<file path="src/rtl/ulpi_reg_ctl.sv">
// ULPI register access sequencer: TX CMD, write data, STP, RX turnaround/read, with timeout and RX-cmd preemption.
// Define ULPI_REG_READ_EN to build the register read path (RTURN/RDATA); without it reads complete immediately.
module ulpi_reg_ctl #(
   parameter int unsigned NXT_TIMEOUT = 255
) (
   input  logic       clk,
   input  logic       rst,
   input  logic       reg_en,
   input  logic       reg_we,
   input  logic [7:0] reg_addr,
   input  logic [7:0] reg_din,
   output logic       reg_rdy,
   output logic [7:0] reg_dout,
   output logic       reg_err,
   input  logic       ulpi_dir,
   input  logic       ulpi_nxt,
   input  logic [7:0] ulpi_data_in,
   output logic [7:0] ulpi_data_out,
   output logic       ulpi_stp
);

   localparam int unsigned       CNT_W    = $clog2(NXT_TIMEOUT + 1);
   localparam logic [CNT_W-1:0]  CNT_LAST = CNT_W'(NXT_TIMEOUT - 1);

   typedef enum logic [2:0] {
      IDLE,
      TXCMD,
      WDATA,
      STP,
`ifdef ULPI_REG_READ_EN
      RTURN,
      RDATA,
`endif
      WAITBUS,
      DONE
   } state_t;

   state_t           state_q, state_d;
   logic [CNT_W-1:0] cnt_q, cnt_d;
   logic [5:0]       addr_q, addr_d;
   logic [7:0]       din_q, din_d;
   logic             we_q, we_d;
   logic             tmo_q, tmo_d;
   logic [7:0]       data_out_q, data_out_d;
   logic             stp_q, stp_d;
   logic             rdy_q, rdy_d;
   logic             err_q, err_d;
   logic [7:0]       dout_q, dout_d;
   logic             timed_out;
   logic             counting;
`ifdef ULPI_REG_READ_EN
   logic             cap_q, cap_d;
   logic [7:0]       rd_data_q, rd_data_d;
`endif

   logic unused_bits;
`ifdef ULPI_REG_READ_EN
   assign unused_bits = ^reg_addr[7:6];
`else
   assign unused_bits = ^{reg_addr[7:6], ulpi_data_in};
`endif

   always_comb begin
      state_d   = state_q;
      addr_d    = addr_q;
      din_d     = din_q;
      we_d      = we_q;
      tmo_d     = tmo_q;
      dout_d    = dout_q;
      timed_out = (cnt_q == CNT_LAST);
`ifdef ULPI_REG_READ_EN
      cap_d     = cap_q;
      rd_data_d = rd_data_q;
`endif

      case (state_q)
         IDLE: begin
            if (reg_en) begin
               addr_d = reg_addr[5:0];
               din_d  = reg_din;
               we_d   = reg_we;
               tmo_d  = 1'b0;
`ifdef ULPI_REG_READ_EN
               state_d = ulpi_dir ? WAITBUS : TXCMD;
`else
               // Reads are not built: complete at once with zero data, no bus activity.
               if (!reg_we) begin
                  state_d = DONE;
                  dout_d  = '0;
               end else begin
                  state_d = ulpi_dir ? WAITBUS : TXCMD;
               end
`endif
            end
         end
         TXCMD: begin
            if (ulpi_dir) begin
               state_d = WAITBUS;
            end else if (ulpi_nxt) begin
`ifdef ULPI_REG_READ_EN
               state_d = we_q ? WDATA : RTURN;
`else
               state_d = WDATA;
`endif
            end else if (timed_out) begin
               state_d = STP;
               tmo_d   = 1'b1;
            end
         end
         WDATA: begin
            if (ulpi_dir) begin
               state_d = WAITBUS;
            end else if (ulpi_nxt) begin
               state_d = STP;
            end else if (timed_out) begin
               state_d = STP;
               tmo_d   = 1'b1;
            end
         end
         STP: state_d = DONE;
`ifdef ULPI_REG_READ_EN
         RTURN: begin
            if (ulpi_dir) begin
               state_d = RDATA;
               cap_d   = 1'b0;
            end else if (timed_out) begin
               state_d = STP;
               tmo_d   = 1'b1;
            end
         end
         RDATA: begin
            // Read data is staged and only published at DONE, so a timeout leaves reg_dout intact.
            if (!cap_q) begin
               rd_data_d = ulpi_data_in;
               cap_d     = 1'b1;
            end
            if (cap_q && !ulpi_dir) begin
               state_d = DONE;
               dout_d  = rd_data_q;
            end else if (timed_out) begin
               state_d = STP;
               tmo_d   = 1'b1;
            end
         end
`endif
         WAITBUS: begin
            if (!ulpi_dir) begin
               state_d = TXCMD;
            end else if (timed_out) begin
               state_d = STP;
               tmo_d   = 1'b1;
            end
         end
         DONE:    state_d = IDLE;
         default: state_d = IDLE;
      endcase

`ifdef ULPI_REG_READ_EN
      counting = (state_q == TXCMD) || (state_q == WDATA) || (state_q == WAITBUS) ||
                 (state_q == RTURN) || (state_q == RDATA);
`else
      counting = (state_q == TXCMD) || (state_q == WDATA) || (state_q == WAITBUS);
`endif
      if (state_d != state_q || !counting) begin
         cnt_d = '0;
      end else begin
         cnt_d = cnt_q + 1'b1;
      end

      // Outputs are decoded from the next state so they line up with it once registered.
      data_out_d = '0;
      case (state_d)
         TXCMD:   data_out_d = {1'b1, ~we_d, addr_d};
         WDATA:   data_out_d = din_d;
         default: data_out_d = '0;
      endcase
      stp_d = (state_d == STP);
      rdy_d = (state_d == DONE);
      err_d = (state_d == DONE) && tmo_d;
   end

   always_ff @(posedge clk) begin
      if (rst) begin
         state_q    <= IDLE;
         cnt_q      <= '0;
         addr_q     <= '0;
         din_q      <= '0;
         we_q       <= 1'b0;
         tmo_q      <= 1'b0;
         data_out_q <= '0;
         stp_q      <= 1'b0;
         rdy_q      <= 1'b0;
         err_q      <= 1'b0;
         dout_q     <= '0;
`ifdef ULPI_REG_READ_EN
         cap_q      <= 1'b0;
         rd_data_q  <= '0;
`endif
      end else begin
         state_q    <= state_d;
         cnt_q      <= cnt_d;
         addr_q     <= addr_d;
         din_q      <= din_d;
         we_q       <= we_d;
         tmo_q      <= tmo_d;
         data_out_q <= data_out_d;
         stp_q      <= stp_d;
         rdy_q      <= rdy_d;
         err_q      <= err_d;
         dout_q     <= dout_d;
`ifdef ULPI_REG_READ_EN
         cap_q      <= cap_d;
         rd_data_q  <= rd_data_d;
`endif
      end
   end

   assign ulpi_data_out = data_out_q;
   assign ulpi_stp      = stp_q;
   assign reg_rdy       = rdy_q;
   assign reg_err       = err_q;
   assign reg_dout      = dout_q;

endmodule

</file>
<file path="config.mk">
export PLATFORM = sky130hd
export DESIGN_NAME = ulpi_reg_ctl
export DESIGN_NICKNAME = d
export VERILOG_FILES = /design/src/rtl/ulpi_reg_ctl.sv
export SDC_FILE = /design/constraint.sdc
export NUM_CORES = 1
export LEC_CHECK = 0
export ABC_CLOCK_PERIOD_IN_PS = 2200
export CORE_ASPECT_RATIO = 0.7
export CORE_MARGIN = 4
export CORE_UTILIZATION = 40
export CTS_BUF_LIST = sky130_fd_sc_hd__clkbuf_8
export DETAILED_ROUTE_END_ITERATION = 10
export GPL_ROUTABILITY_DRIVEN = 0
export PLACE_DENSITY = 0.68
export SETUP_SLACK_MARGIN = 0.2
export SYNTH_ARGS = -nofsm -noshare
export SYNTH_HDL_FRONTEND = slang
export SYNTH_SLANG_ARGS = --single-unit
</file>
<file path="constraint.sdc">
create_clock -name clk -period 2.2 [get_ports clk]
set_input_delay 0.55 -clock clk [delete_from_list [all_inputs] [get_ports clk]]
set_output_delay 0.55 -clock clk [all_outputs]
set_load 0.01 [all_outputs]
</file>
==> flow_summary.toml <==
[clocking]
numCtsBuffers = 5
clock_latency_ns = 0.29
tritoncts_clock_tree = "done"
hold_buffers = 0
cts-htree-levels = 2
cts-root-buf = "sky130_fd_sc_hd__clkbuf_8"
cts.path.max_buffers = 2
clk_pin_slew_worst_paths_ns = 0.08
clkSinkCount = 38

[route]
highest-signal-layer = "met4"
drt_first_iter_violations = 77
drt-met1-wl_mm = 2.07
vias = 1420
met2_length_mm = 1.42
met3_wire_length_um = 273
routed_wl_mm = 3.80
number_of_optimization_iterations_in_the_first_detailed_route_pass = 4
final_antenna_net_count = 0
wl_per_cell_um = 12.9
drt-vias-per-instance = 4.83
drc_violation_count_after_routing = 0

[global_route]
gr-total-overflow = 0
grt_first_pass_wirelength_mm = 6.56
number_of_global_route_vias_before_repair = 1372
antenna_found_initial = 0
grt_max_degree = 15
globalRouteTotalUtil = 0.149

[synthesis]
ys_types = 50
synth.yosys.warnings = 0
synth-main-ff-cell = "sky130_fd_sc_hd__dfxtp_1"
synthMostInstantiatedCell = "sky130_fd_sc_hd__dfxtp_1"
synth_seq_cells = 38
synth_top_cells_by_area = "sky130_fd_sc_hd__dfxtp_1 44%, sky130_fd_sc_hd__nand2_1 7.5%, sky130_fd_sc_hd__a21oi_1 5.2%"
synth-async-reset-ratio = 0
post_synthesis_cell_count = 195
synth_enable_flop_cells = 0
synth_area_mm2 = 0.00174
yosys_top_cell_area_share = 0.436
netlist_top_cells_count = "38 x sky130_fd_sc_hd__dfxtp_1, 35 x sky130_fd_sc_hd__nand2_1, 18 x sky130_fd_sc_hd__a21oi_1, 9 x sky130_fd_sc_hd__nor2_1, 8 x sky130_fd_sc_hd__buf_4"
seq_area_frac_synth = 0.436
yosysTopAreaCell = "sky130_fd_sc_hd__dfxtp_1"
avgSynthCellArea_um2 = 8.94

[hold_path]
min_path_type = "flip-flop to flip-flop"

[power]
power.net_switching_w = 0.000416
cellInternalPower_w = 0.00133
vdd.ir_drop.worst_uv = 467
seq_power_share = 0.425
report.power.total_w = 0.00174
power.combinational.fraction = 0.168
power.density_mw_per_mm2 = 729
total_leakage_power_nw = 0.901
power.share.switching = 0.239
clockPowerShare = 0.407

[sta]
grt_setup_unrepaired = "true"
number_of_pins_exceeding_their_max_slew_limit_in_the_final_report = 0
finalHoldViolations = 0
finalSetupViolations = 0
timing.fmax_mhz = 526
fin_skew_ns = 0.00588
fin_crit_ns = 1.90
period_share = 0.864
hold_ws_ns = 0.453

[floorplanning]
design.core.area_mm2 = 0.00407
die_width_um = 86.9
fp.dieH_um = 63.2
total_i_o_pin_count = 49
starting_density_of_the_core = 0.429
die_area_mm2 = 0.00549
num_rows = 19

[layout]
antenna_cells_inserted = 0
nNetsFinal = 273
final_util = 0.588
final_cell_area_mm2 = 0.00239
area_growth_syn_to_layout_pct = 37.1
layout-drive-gt1-share = 0.264

[setup_path]
crit_path_max_fanout = 8
worst-setup-path-type = "input port to flip-flop"
critical_path.startpoint_type = "input port"
worstSetupEndpointType = "flip-flop"
critical_path_arrival_ns = 2.14
required_ns = 2.44

[job]
drv.max_cap_violation_count = 0

[placement]
placement.cell_area_mm2 = 0.00217
port-buffer-count = 30
hpwl_mm = 2.68

[outcome]
status = "completed"
==> per-layer routing <==
metal | vias up | track usage
li1 | 742 | -
met1 | 622 | 0.229
met2 | 50 | 0.191
met3 | 6 | 0.0495
met4 | 0 | 0.0409
met5 | - | 0
==> cells in the final DEF, fill, tap and decap left out, drive strengths merged, types with 2 or more instances in the layout <==
| cell type | netlist | layout |
|---|---|---|
| nand3 | 3 | 3 |
| nand2 | 35 | 35 |
| clkbuf | 6 | 5 |
| nor2 | 17 | 17 |
| nor4b | 3 | 3 |
| inv | 4 | 4 |
| clkdlybuf4s50 | 0 | 27 |
| xnor2 | 3 | 3 |
| nor3b | 7 | 7 |
| buf | 15 | 23 |
| and3 | 3 | 3 |
| and2 | 3 | 3 |
| a31o | 7 | 7 |
| dlygate4sd2 | 0 | 2 |
| xor2 | 3 | 3 |
| ha | 2 | 2 |
| dfxtp | 38 | 38 |
| bufinv | 0 | 2 |
| or4b | 2 | 2 |
| o221ai | 2 | 2 |
| a21oi | 19 | 19 |
| conb | 1 | 8 |
==> sequential cells by signal, indices dropped and copies added, names as in the netlist <==
| name | flops |
|---|---|
| din_q | 8 |
| we_q | 1 |
| reg_rdy | 1 |
| state_q | 3 |
| reg_err | 1 |
| ulpi_data_out | 8 |
| addr_q | 6 |
| tmo_q | 1 |
| ulpi_stp | 1 |
| cnt_q | 8 |
==> power by group through the flow <==
stage	combinational (W)	sequential [W]	clock [W]
CTS	0.000281	0.000739	0.000723
detailed placement	0.000263	0.000755	0
finish	0.000293	0.000740	0.000709
floorplan	0.000159	0.000754	0
global placement	0.000261	0.000754	0
global route	0.000322	0.000744	0.000750
==> cell type report <==
type                            instances  area, µm²
Fill cell                             360       1680
Multi-Input combinational cell        139        926
Sequential cell                        38        763
Timing Repair Buffer                   53        483
Clock buffer                            5       68.8
Clock inverter                          3       68.8
Tap cell                               52       65.1
Inverter                                4       15.0
==> worst max-delay path: stages <==
cell	delay, ns
sky130_fd_sc_hd__clkdlybuf4s15_1	0.21
sky130_fd_sc_hd__or4b_4	0.55
sky130_fd_sc_hd__a21oi_2	0.16
sky130_fd_sc_hd__nor2_1	0.06
sky130_fd_sc_hd__or3_1	0.35
sky130_fd_sc_hd__buf_6	0.16
sky130_fd_sc_hd__nor2_2	0.10
==> kinds of logic (layout without fill, tap and decap cells) <==
family,count (synthesis),count (layout),synth area share
buf+inv,25,65,0.0833
compound gates,39,39,0.156
flops,38,38,0.436
xor+xnor,6,6,0.0302
fa+ha+maj,3,3,0.0201
other cells,1,8,0.00215
simple gates,81,81,0.260
mux,2,2,0.0122
==> metrics by stage <==
| step | std cells | setup WS [ns] | setup TNS, ns |
|---|---|---|---|
| finish | 294 | 0.298 | 0 |
| global route | 294 | 0.198 | 0 |
| CTS | 294 | 0.204 | 0 |
| detailed placement | 283 | -0.370 | -5.89 |
| global placement | 283 | -0.335 | -5.35 |
| floorplan | 202 | 0.215 | 0 |
==> final timing paths <==
| path | end | cells past startpoint | start | slack (ns) |
|---|---|---|---|---|
| setup / recovery | cnt_q[6] | 7 | ulpi_dir | 0.30 |
| hold / removal | din_q[1] | 2 | din_q[1] | 0.45 |
| setup reg to reg | ulpi_data_out[7] | 7 | cnt_q[0] | 0.36 |
| hold reg to reg | din_q[1] | 2 | din_q[1] | 0.45 |
==> repair_timing <==
item / CTS / global route
setup buffers: 2 / 0
pin swaps: 1 / 1
resized for setup: 10 / 11
setup endpoints to repair: 21 / 18
cloned: 1 / 0
(Power assumes the default switching activity.)
